`src/rtl/alu_seq_pkg.sv`:
```
// Shared types for the registered ALU: opcode and FSM enums, reserved-op detection.
// Optional multiplier is enabled by defining ALU_SEQ_MUL_EN.
package alu_seq_pkg;

    typedef enum logic [3:0] {
        OP_ADD    = 4'd0,
        OP_SUB    = 4'd1,
        OP_AND    = 4'd2,
        OP_OR     = 4'd3,
        OP_NOT    = 4'd4,
        OP_XOR    = 4'd5,
        OP_PASSB  = 4'd6,
        OP_INC    = 4'd7,
        OP_SLL    = 4'd8,
        OP_SRL    = 4'd9,
        OP_SRA    = 4'd10,
        OP_SLT    = 4'd11,
        OP_MUL    = 4'd12,
        OP_SLTU   = 4'd13,
        OP_RSV14  = 4'd14,
        OP_RSV15  = 4'd15
    } op_t;

    typedef enum logic {
        IDLE = 1'b0,
        MUL  = 1'b1
    } state_t;

    localparam logic [3:0] OP_RSV_FIRST = 4'd14;

`ifdef ALU_SEQ_MUL_EN
    localparam bit MUL_EN = 1'b1;
`else
    localparam bit MUL_EN = 1'b0;
`endif

    // Without the multiplier, op 12 joins the reserved range.
    function automatic logic is_reserved(input logic [3:0] op);
        return (op >= OP_RSV_FIRST) || (!MUL_EN && (op == OP_MUL));
    endfunction

endpackage

```
`src/rtl/alu_seq_if.sv`:
```
// Operand/result handshake bundle for alu_seq; master drives operands, slave returns results.
interface alu_seq_if #(parameter int WIDTH = 8);

    logic             in_valid;
    logic             in_ready;
    logic [WIDTH-1:0] a;
    logic [WIDTH-1:0] b;
    logic [3:0]       op;
    logic             out_valid;
    logic             out_ready;
    logic [WIDTH-1:0] y;
    logic             zero;
    logic             neg;
    logic             carry;
    logic             ovf;
    logic             err;

    modport master (
        output in_valid, a, b, op, out_ready,
        input  in_ready, out_valid, y, zero, neg, carry, ovf, err
    );

    modport slave (
        input  in_valid, a, b, op, out_ready,
        output in_ready, out_valid, y, zero, neg, carry, ovf, err
    );

endinterface

```
`src/rtl/alu_mul_seq.sv`:
```
// Unsigned shift-add multiplier: one bit of b per cycle, done pulses on the final iteration
// with the full 2*WIDTH product presented combinationally alongside it.
module alu_mul_seq #(
    parameter int WIDTH = 8
) (
    input  logic               clk,
    input  logic               rst,
    input  logic               start,
    input  logic [WIDTH-1:0]   a,
    input  logic [WIDTH-1:0]   b,
    output logic               done,
    output logic [2*WIDTH-1:0] product
);

    localparam int CW = $clog2(WIDTH);
    localparam logic [CW-1:0] CNT_LAST = CW'(WIDTH - 1);

    logic               busy_q,   busy_d;
    logic [CW-1:0]      cnt_q,    cnt_d;
    logic [2*WIDTH-1:0] mcand_q,  mcand_d;
    logic [WIDTH-1:0]   mplier_q, mplier_d;
    logic [2*WIDTH-1:0] acc_q,    acc_d;
    logic [2*WIDTH-1:0] acc_next;

    assign acc_next = acc_q + (mplier_q[0] ? mcand_q : '0);
    assign done     = busy_q && (cnt_q == CNT_LAST);
    assign product  = acc_next;

    always_comb begin
        busy_d   = busy_q;
        cnt_d    = cnt_q;
        mcand_d  = mcand_q;
        mplier_d = mplier_q;
        acc_d    = acc_q;
        if (start) begin
            busy_d   = 1'b1;
            cnt_d    = '0;
            mcand_d  = {{WIDTH{1'b0}}, a};
            mplier_d = b;
            acc_d    = '0;
        end else if (busy_q) begin
            acc_d    = acc_next;
            mcand_d  = mcand_q << 1;
            mplier_d = mplier_q >> 1;
            cnt_d    = cnt_q + CW'(1);
            if (done) begin
                busy_d = 1'b0;
            end
        end
    end

    always_ff @(posedge clk) begin
        if (rst) begin
            busy_q   <= 1'b0;
            cnt_q    <= '0;
            mcand_q  <= '0;
            mplier_q <= '0;
            acc_q    <= '0;
        end else begin
            busy_q   <= busy_d;
            cnt_q    <= cnt_d;
            mcand_q  <= mcand_d;
            mplier_q <= mplier_d;
            acc_q    <= acc_d;
        end
    end

endmodule

```
`src/rtl/alu_seq.sv`:
```
// Registered ALU with valid/ready handshakes, shifts, compares and status flags.
// Define ALU_SEQ_MUL_EN to add the multi-cycle shift-add multiplier on op 12.
module alu_seq #(
    parameter int WIDTH = 8
) (
    input  logic      clk,
    input  logic      rst,
    alu_seq_if.slave  bus
);
    import alu_seq_pkg::*;

    localparam int              SHW     = $clog2(WIDTH);
    localparam int              MSB     = WIDTH - 1;
    localparam logic [WIDTH-1:0] WIDTH_V = WIDTH'(WIDTH);
    localparam logic [WIDTH-1:0] SMAX    = {1'b0, {(WIDTH-1){1'b1}}};

    state_t           state_q, state_d;
    logic             out_valid_q, out_valid_d;
    logic [WIDTH-1:0] y_q, y_d;
    logic             zero_q, zero_d;
    logic             neg_q, neg_d;
    logic             carry_q, carry_d;
    logic             ovf_q, ovf_d;
    logic             err_q, err_d;

    logic             accept;
    logic [WIDTH:0]   sum_w, diff_w, inc_w, sll_w, srl_w;
    logic signed [WIDTH:0] sra_w;
    logic [SHW-1:0]   sh_amt;
    logic             sh_big;
    logic             lt_s, lt_u;

    logic [WIDTH-1:0] alu_y;
    logic             alu_c, alu_o, alu_e;

    logic             ld_en;
    logic [WIDTH-1:0] ld_y;
    logic             ld_c, ld_o, ld_e;

    assign bus.in_ready  = (state_q == IDLE) && (!out_valid_q || bus.out_ready);
    assign accept        = bus.in_valid && bus.in_ready;

    assign bus.out_valid = out_valid_q;
    assign bus.y         = y_q;
    assign bus.zero      = zero_q;
    assign bus.neg       = neg_q;
    assign bus.carry     = carry_q;
    assign bus.ovf       = ovf_q;
    assign bus.err       = err_q;

    // The extra MSB/LSB in these words catches the carry or the last bit shifted out.
    assign sum_w  = {1'b0, bus.a} + {1'b0, bus.b};
    assign diff_w = {1'b0, bus.a} - {1'b0, bus.b};
    assign inc_w  = {1'b0, bus.a} + (WIDTH+1)'(1);
    assign sh_amt = bus.b[SHW-1:0];
    assign sh_big = (bus.b >= WIDTH_V);
    assign sll_w  = {1'b0, bus.a} << sh_amt;
    assign srl_w  = {bus.a, 1'b0} >> sh_amt;
    assign sra_w  = $signed({bus.a, 1'b0}) >>> sh_amt;
    assign lt_s   = $signed(bus.a) < $signed(bus.b);
    assign lt_u   = bus.a < bus.b;

`ifdef ALU_SEQ_MUL_EN
    logic               mul_start;
    logic               mul_done;
    logic [2*WIDTH-1:0] mul_prod;

    assign mul_start = accept && (bus.op == OP_MUL);

    alu_mul_seq #(.WIDTH(WIDTH)) u_mul (
        .clk     (clk),
        .rst     (rst),
        .start   (mul_start),
        .a       (bus.a),
        .b       (bus.b),
        .done    (mul_done),
        .product (mul_prod)
    );
`endif

    // NOTE: every output of a combinational block gets a default first, so no path infers a latch.
    always_comb begin
        alu_y = '0;
        alu_c = 1'b0;
        alu_o = 1'b0;
        alu_e = is_reserved(bus.op);
        case (bus.op)
            OP_ADD: begin
                {alu_c, alu_y} = sum_w;
                alu_o = (bus.a[MSB] == bus.b[MSB]) && (sum_w[MSB] != bus.a[MSB]);
            end
            OP_SUB: begin
                {alu_c, alu_y} = diff_w;
                alu_o = (bus.a[MSB] != bus.b[MSB]) && (diff_w[MSB] != bus.a[MSB]);
            end
            OP_AND:   alu_y = bus.a & bus.b;
            OP_OR:    alu_y = bus.a | bus.b;
            OP_NOT:   alu_y = ~bus.a;
            OP_XOR:   alu_y = bus.a ^ bus.b;
            OP_PASSB: alu_y = bus.b;
            OP_INC: begin
                {alu_c, alu_y} = inc_w;
                alu_o = (bus.a == SMAX);
            end
            OP_SLL: begin
                if (!sh_big) {alu_c, alu_y} = sll_w;
            end
            OP_SRL: begin
                if (!sh_big) {alu_y, alu_c} = srl_w;
            end
            OP_SRA: begin
                if (sh_big) alu_y = {WIDTH{bus.a[MSB]}};
                else        {alu_y, alu_c} = sra_w;
            end
            OP_SLT:  alu_y = WIDTH'(lt_s);
            OP_SLTU: alu_y = WIDTH'(lt_u);
            default: ;
        endcase
    end

    always_comb begin
        state_d     = state_q;
        out_valid_d = out_valid_q;
        y_d         = y_q;
        zero_d      = zero_q;
        neg_d       = neg_q;
        carry_d     = carry_q;
        ovf_d       = ovf_q;
        err_d       = err_q;
        ld_en       = 1'b0;
        ld_y        = alu_y;
        ld_c        = alu_c;
        ld_o        = alu_o;
        ld_e        = alu_e;

        if (accept) begin
`ifdef ALU_SEQ_MUL_EN
            if (bus.op == OP_MUL) begin
                // The old result was consumed this edge (in_ready demands it), so clear it.
                state_d     = MUL;
                out_valid_d = 1'b0;
                y_d         = '0;
                zero_d      = 1'b0;
                neg_d       = 1'b0;
                carry_d     = 1'b0;
                ovf_d       = 1'b0;
                err_d       = 1'b0;
            end else
`endif
            begin
                out_valid_d = 1'b1;
                ld_en       = 1'b1;
            end
        end else if (out_valid_q && bus.out_ready) begin
            out_valid_d = 1'b0;
        end

`ifdef ALU_SEQ_MUL_EN
        if ((state_q == MUL) && mul_done) begin
            state_d     = IDLE;
            out_valid_d = 1'b1;
            ld_en       = 1'b1;
            ld_y        = mul_prod[WIDTH-1:0];
            ld_c        = |mul_prod[2*WIDTH-1:WIDTH];
            ld_o        = 1'b0;
            ld_e        = 1'b0;
        end
`endif

        if (ld_en) begin
            y_d     = ld_y;
            zero_d  = (ld_y == '0);
            neg_d   = ld_y[MSB];
            carry_d = ld_c;
            ovf_d   = ld_o;
            err_d   = ld_e;
        end
    end

    // NOTE: state registers use non-blocking assignments so every flop samples pre-edge values.
    always_ff @(posedge clk) begin
        if (rst) begin
            state_q     <= IDLE;
            out_valid_q <= 1'b0;
            y_q         <= '0;
            zero_q      <= 1'b0;
            neg_q       <= 1'b0;
            carry_q     <= 1'b0;
            ovf_q       <= 1'b0;
            err_q       <= 1'b0;
        end else begin
            state_q     <= state_d;
            out_valid_q <= out_valid_d;
            y_q         <= y_d;
            zero_q      <= zero_d;
            neg_q       <= neg_d;
            carry_q     <= carry_d;
            ovf_q       <= ovf_d;
            err_q       <= err_d;
        end
    end

endmodule

```
`src/flat_wrapper.sv`:
```
// flat-port wrapper written by rule: the top's interface ports become plain ports
module alu_seq_flat import alu_seq_pkg::*;
#(
    parameter int WIDTH = 8
)
  (clk, rst, bus_in_valid, bus_a, bus_b, bus_op, bus_out_ready, bus_in_ready, bus_out_valid, bus_y, bus_zero, bus_neg, bus_carry, bus_ovf, bus_err);
  alu_seq_if #(.WIDTH(WIDTH)) bus_i ();
  input  logic clk;
  input  logic rst;
  input wire logic [$bits(bus_i.in_valid)-1:0] bus_in_valid;
  input wire logic [$bits(bus_i.a)-1:0] bus_a;
  input wire logic [$bits(bus_i.b)-1:0] bus_b;
  input wire logic [$bits(bus_i.op)-1:0] bus_op;
  input wire logic [$bits(bus_i.out_ready)-1:0] bus_out_ready;
  output wire logic [$bits(bus_i.in_ready)-1:0] bus_in_ready;
  output wire logic [$bits(bus_i.out_valid)-1:0] bus_out_valid;
  output wire logic [$bits(bus_i.y)-1:0] bus_y;
  output wire logic [$bits(bus_i.zero)-1:0] bus_zero;
  output wire logic [$bits(bus_i.neg)-1:0] bus_neg;
  output wire logic [$bits(bus_i.carry)-1:0] bus_carry;
  output wire logic [$bits(bus_i.ovf)-1:0] bus_ovf;
  output wire logic [$bits(bus_i.err)-1:0] bus_err;
  assign bus_i.in_valid = bus_in_valid;
  assign bus_i.a = bus_a;
  assign bus_i.b = bus_b;
  assign bus_i.op = bus_op;
  assign bus_i.out_ready = bus_out_ready;
  assign bus_in_ready = bus_i.in_ready;
  assign bus_out_valid = bus_i.out_valid;
  assign bus_y = bus_i.y;
  assign bus_zero = bus_i.zero;
  assign bus_neg = bus_i.neg;
  assign bus_carry = bus_i.carry;
  assign bus_ovf = bus_i.ovf;
  assign bus_err = bus_i.err;
  alu_seq #(.WIDTH(WIDTH)) u_core (.clk(clk), .rst(rst), .bus(bus_i));
endmodule
```
`config.mk`:
```
export PLATFORM = sky130hd
export DESIGN_NAME = alu_seq_flat
export DESIGN_NICKNAME = d
export VERILOG_FILES = /design/src/rtl/alu_seq_pkg.sv /design/src/rtl/alu_seq_if.sv /design/src/rtl/alu_mul_seq.sv /design/src/rtl/alu_seq.sv /design/src/flat_wrapper.sv
export SDC_FILE = /design/constraint.sdc
export NUM_CORES = 1
export LEC_CHECK = 0
export ABC_CLOCK_PERIOD_IN_PS = 3300
export CORE_MARGIN = 2
export CORE_UTILIZATION = 40
export DETAILED_ROUTE_END_ITERATION = 10
export PLACE_DENSITY = 0.69
export SYNTH_ARGS = -nofsm -noshare
export SYNTH_HDL_FRONTEND = slang
export SYNTH_SLANG_ARGS = --single-unit
```
`constraint.sdc`:
```
create_clock -name clk -period 3.3 [get_ports clk]
set_input_delay 0.66 -clock clk [delete_from_list [all_inputs] [get_ports clk]]
set_output_delay 0.66 -clock clk [all_outputs]
set_load 0.005 [all_outputs]
```
Word level (Yosys, flattened, before mapping)
Cells that the tools add are included.
{"block": "classes", "div": 0, "magnitude_cmp": 4, "muxes": 12, "multipliers": 0, "reduce_logical": 10, "shifts": 3, "n_addsub": 3, "bitwise_logic": 4, "eq_ne": 18}
{"op": "8-bit one-hot mux with 13 select lines", "count": 1}
{"op": "4-bit == test, second input constant", "count": 6}
{"op": "8-bit two-way mux", "count": 3}
{"op": "4-bit by 3-bit == test with 1-bit output, second input constant", "count": 4}
{"op": "8-bit < comparator", "count": 2}
{"op": "8-bit by 1-bit adder with 9-bit output, second input constant", "count": 1}
{"op": "8-bit by 8-bit adder with 9-bit output", "count": 1}
{"op": "8-bit by 3-bit left shift with 9-bit output", "count": 1}
{"op": "9-bit by 3-bit >> shifter with 9-bit output", "count": 1}
{"op": "9-bit by 3-bit >>> shifter with 9-bit output", "count": 1}
{"op": "8-bit by 8-bit subtractor with 9-bit output", "count": 1}
{"op": "8-bit bitwise AND", "count": 1}
{"op": "4-bit by 2-bit == test with 1-bit output, second input constant", "count": 2}
{"op": "8-bit by 7-bit == test with 1-bit output, second input constant", "count": 1}
{"op": "8-bit by 4-bit greater-or-equal comparator with 1-bit output, second input constant", "count": 1}
{"op": "8-bit zero test", "count": 1}
{"op": "8-bit inverter", "count": 1}
{"op": "8-bit bitwise OR", "count": 1}
{"op": "8-bit bitwise XOR", "count": 1}
{"op": "1-bit two-way mux", "count": 6}
{"op": "1-bit one-hot mux with 6 select lines", "count": 1}
{"op": "4-bit by 1-bit == test with 1-bit output, second input constant", "count": 1}
{"op": "4-bit greater-or-equal comparator, second input constant", "count": 1}
{"op": "1-bit logical AND", "count": 4}
{"op": "other kinds (7)", "count": 10}
{"block": "totals", "out_inout_bits": 15, "latchBits": 0, "memories": 0, "inputBits": 24, "romBits": 0, "reg_bits": 14, "ramBits": 0}

Longest topological paths before layout
Gate-level depths: netlist (run 1).
{"block": "depth", "ltp_word": 4, "ltp_mapped": 11, "depth_no_buf": 11}

Worst setup path before layout (run 1)
OpenSTA, ideal clock, no wires.
{"block": "synth_timing", "path_kind": "in2reg", "start": "in bus_b[2]", "end": "reg u_core.zero_q, in the netlist u_core.bus.zero", "path_slack_ns": 0.088, "arrival_time_ns": 3.127, "setup_time_ns": 0.084, "path_stages": 11, "path_cell_list": "clkbuf_1 -> inv_1 -> ha_1 -> clkbuf_1 -> and3_1 -> a221o_1 -> o41ai_1 -> o22ai_1 -> o21ai_0 -> o2111ai_1 -> o31ai_2"}
{"block": "synth_between", "elab_chain_len": 4, "elab_cells_between_ends": 16, "cone_classes": "add/sub: 2; order compare: 3; shift: 3; mux: 4; bitwise: 3; reduce/logical: 1"}
{"element": "start: declaration", "line": "flat_wrapper.sv:12", "source": "input wire logic [$bits(bus_i.b)-1:0] bus_b;"}
{"element": "8-bit by 4-bit greater-or-equal comparator with 1-bit output, or another cell as far along", "line": "alu_seq.sv:56", "source": "assign sh_big = (bus.b >= WIDTH_V);"}
{"element": "8-bit two-way mux, on equally long branches", "line": "alu_seq.sv:112, alu_seq.sv:106, alu_seq.sv:109"}
{"element": "8-bit one-hot mux with 13 select lines (*)", "line": "alu_seq.sv:87", "source": "case (bus.op)"}
{"element": "8-bit zero test (*)", "line": "alu_seq.sv:172", "source": "zero_d = (ld_y == '0);"}
{"element": "end signal: assignment", "line": "alu_seq.sv:195", "source": "zero_q <= zero_d;"}
{"element": "end: declaration", "line": "alu_seq.sv:20", "source": "logic zero_q, zero_d;"}
Mark *: on every way between the ends. The rest lies on a longest branch, timed or not.
A chain may end at the register's enable or synchronous reset.

Worst setup path in the final report (run 1)
{"block": "layout_timing", "start": "in bus_a[0]", "end": "reg u_core.zero_q, in the netlist u_core.bus.zero"}
{"block": "layout_between", "elab_chain_len": 4, "elab_cells_between_ends": 17, "cone_classes": "add/sub: 3; order compare: 2; shift: 3; mux: 4; bitwise: 4; reduce/logical: 1"}
{"element": "start: declaration", "line": "flat_wrapper.sv:11", "source": "input wire logic [$bits(bus_i.a)-1:0] bus_a;"}
{"element": "parallel branches: the longest is 2 deep, another holds 8-bit by 1-bit adder with 9-bit output"}
{"element": "8-bit one-hot mux with 13 select lines (*)", "line": "alu_seq.sv:87"}
{"element": "8-bit zero test (*)", "line": "alu_seq.sv:172"}
Mark *: on every way between the ends.

==> results of run 1 <==
final cells by class:
cell class	instances	area share [%]
clock buffers	4	1.11
inverters	26	2.40
multi-input cells	327	59.5
flip-flops and latches	13	6.40
well taps	96	2.95
repair buffers	135	27.6
synthesized netlist by cell type, drive strengths merged, types with 3 or more instances:
cell     count
nor2b       13
nand2b      12
xor2         4
buf         11
a221oi       4
o31ai        6
and4         3
clkbuf      21
dfxtp       13
nand3        8
nand3b       3
nor4         6
xnor2        8
nor2        29
nor3b        3
a31oi        5
nor3        23
a21o         3
a21oi       22
inv         25
a32oi        5
or4          5
nand4        7
a211oi      11
mux2         4
and3         6
a22oi        5
nand2       22
o21ai       19
ha          27
mux4         4
o22ai        4
a2111oi      3
mux2i       13
o211ai       4
o2111ai      4
worst max-delay path by stage:
stage | from | endpoint | slack [ns] | depth (start not counted)
6_report | bus_a[0] | u_core.bus.zero | 0.09 | 13
5_1_grt | bus_a[0] | u_core.bus.zero | 0.007 | 13
4_1_cts | bus_b[0] | u_core.bus.zero | 0.04 | 9
3_5_place_dp | bus_b[0] | u_core.bus.zero | -0.22 | 9
3_3_place_gp | bus_b[0] | u_core.bus.zero | -0.17 | 9
2_1_floorplan | bus_b[2] | u_core.bus.zero | 0.09 | 11
layer usage:
layer,track usage (%),part of all wire [%],vias to the layer above
met2,48.0,47,140
met5,0,0,-
met4,11.7,3.8,0
met3,2.52,6.7,32
met1,37.6,43,1651
li1,-,-,1714
report_power, final:
| part | leakage [nW] | internal, mW | switching (mW) |
|---|---|---|---|
| Combinational | 1.61 | 0.261 | 0.273 |
| Clock | 0.0228 | 0.0853 | 0.0561 |
| Sequential | 0.107 | 0.168 | 0.00555 |
sequential cells by signal (all words and copies together) (netlist names):
| signal | cells |
|---|---|
| u_core.bus.carry | 1 |
| u_core.bus.out_valid | 1 |
| u_core.bus.y | 7 |
| u_core.bus.ovf | 1 |
| u_core.bus.zero | 1 |
| u_core.bus.neg | 1 |
| u_core.bus.err | 1 |
stage by stage:
step	std cells	setup TNS [ns]
floorplan	398	0
global placement	596	-0.336
detailed placement	596	-0.598
CTS	600	0
global route	601	0
finish	601	0
cells by family (layout without fill, tap and decap cells):
logic type / Yosys count / in the layout / synth area share [%]
AND/OR/NAND/NOR: 151 / 151 / 29.0
AO/OA/AOI/OAI: 114 / 114 / 27.8
buffers and inverters: 58 / 165 / 8.17
adder cells (fa/ha/maj): 29 / 29 / 13.1
multiplexers: 21 / 21 / 9.22
flip-flops: 13 / 13 / 9.04
XOR/XNOR: 12 / 12 / 3.65
placed cells by master (no fill, tap or decap), drive strengths merged, types with 11 or more instances in the layout:
cell type / Yosys / layout
dfxtp: 13 / 13
inv: 25 / 26
nor2: 29 / 29
nand2: 22 / 22
nor3: 23 / 23
clkdlybuf4s50: 0 / 37
mux2i: 13 / 13
o21ai: 19 / 19
nor2b: 13 / 13
nand2b: 12 / 12
a21oi: 22 / 22
buf: 11 / 97
ha: 27 / 27
a211oi: 11 / 11
worst max-delay path, stage by stage:
cell	delay [ns]
clkdlybuf4s50_1	0.46
inv_2	0.08
ha_2	0.18
inv_1	0.05
fa_1	0.37
nor2b_1	0.14
o31ai_1	0.27
buf_4	0.17
xnor2_1	0.13
o221ai_2	0.17
nor4_2	0.34
nand4_1	0.14
o31ai_2	0.22
what timing repair did:
action,4_1_cts,5_1_grt
setup endpoints to repair,0,4
setup buffers,0,1
endpoints found under the hold margin,0,0
gates resized for setup,0,13
==> reports/results.tsv, run 1 <==
metric	value	unit
status	complete, no violations	
fin_area	0.00407	mm^2
slew_headroom	59.7	%
peakVddDrop	0.118	mV
grt_start_max_net_pins	27	
drt-initial-drc-count	352	
syn_nets	451	
cts_buffers	3	
antennaDiodeCount	0	
firstDrtPassIters	5	
hpwlAfterDp	9010	um
power	0.849	mW
max-cap-violations	0	
synth-seq-area-share	9.04	%
rows	30	
grt_pass1_vias	3341	
setup_viol	0	
clk_latency	0.24	ns
fp.dieW	88.8	um
wire_per_inst	18.2	um
required	3.46	ns
fin_crit_sh	97.4	%
die_area	0.00789	mm^2
antenna_found_initial	0	
rr_endpoint	u_core.bus.zero	
finalNetCount	559	
cts_root_buffer	clkbuf_8	
clock_sinks	13	
area_growth_syn_to_layout	41.3	%
hold_path_depth	2	
htreeDepth	1	
postPlaceCellArea	0.00397	mm^2
grt_usage	28.6	%
finalHoldViolations	0	
tightest_slew	0.599	ns
fin_crit	3.21	ns
vias	3537	
hold_path.class	reg2reg	
cts_buffer_depth	2	
layout-drive-gt1-share	25.1	%
yosys_warnings	0	
cts-hold-fix-buffers	0	
rsz0062_at_grt	false	
hold_slack	0.457	ns
postSynth.asyncResetShare	0	%
cp_max_fo	3	
critPathLaunchType	input pin	
p_leak	1.74	nW
viasPerCell	5.89	
die_h	88.8	um
port_buffers	38	
place_ws	-0.222	ns
seqCellArea	260	um^2
cts.reportedPaths.clkPinSlew	0.05	ns
tritoncts	yes	
synth_edf_count	0	
path_class	in2reg	
fill_cells	653	
core_area	0.00687	mm^2
min_to	u_core.bus.ovf	
arrival	3.38	ns
place_congestion	0.955	
yosys.cell_types.count	70	
endpoint_kind	flop	
grt_pass1_wl	17300	um
synth_area_per_cell	7.23	um^2
synth.cell_area	0.00288	mm^2
synth_ff_type	dfxtp_1	
r2r_cells	7	
fmax	0.311	GHz
routed_wl	10900	um
utilization	59.2	%
io_pins	39	
reg2reg_slack	1.35	ns
fin_worst_skew	0.00237	ns
multi_input_area	0.00242	mm^2
detail-route-antenna-nets	0	
yosys.area.top_type_share	11.7	%
grt_overflow_total	0	
final_max_slew_viol_count	0	
hp-start	u_core.bus.ovf	
fin_ws	0.0852	ns
ys_seq_elements	13	
synthTopCellsByArea	ha_1 (12%), dfxtp_1 (9.0%), mux2i_1 (4.5%), nor3_1 (4.0%), a21oi_1 (3.8%)	
start_util	41.9	%
power_per_cell_area	209	mW/mm^2
netlist_instances	398	
timing.rr.start	u_core.bus.out_valid	
drc	0	
netlist.top_cell.by_area	ha_1	
No activity file was read; power rests on OpenSTA's default activity.
==> inputs of run 2 (changes only) <==
--- a/config.mk
+++ b/config.mk
@@ -6,6 +6,7 @@
 export NUM_CORES = 1
 export LEC_CHECK = 0
 export ABC_CLOCK_PERIOD_IN_PS = 3300
+export CAP_MARGIN = 20
 export CORE_MARGIN = 2
 export CORE_UTILIZATION = 40
 export DETAILED_ROUTE_END_ITERATION = 10
==> results of run 2 <==
Final layout, timing and power as in run 1 (identical DEF).
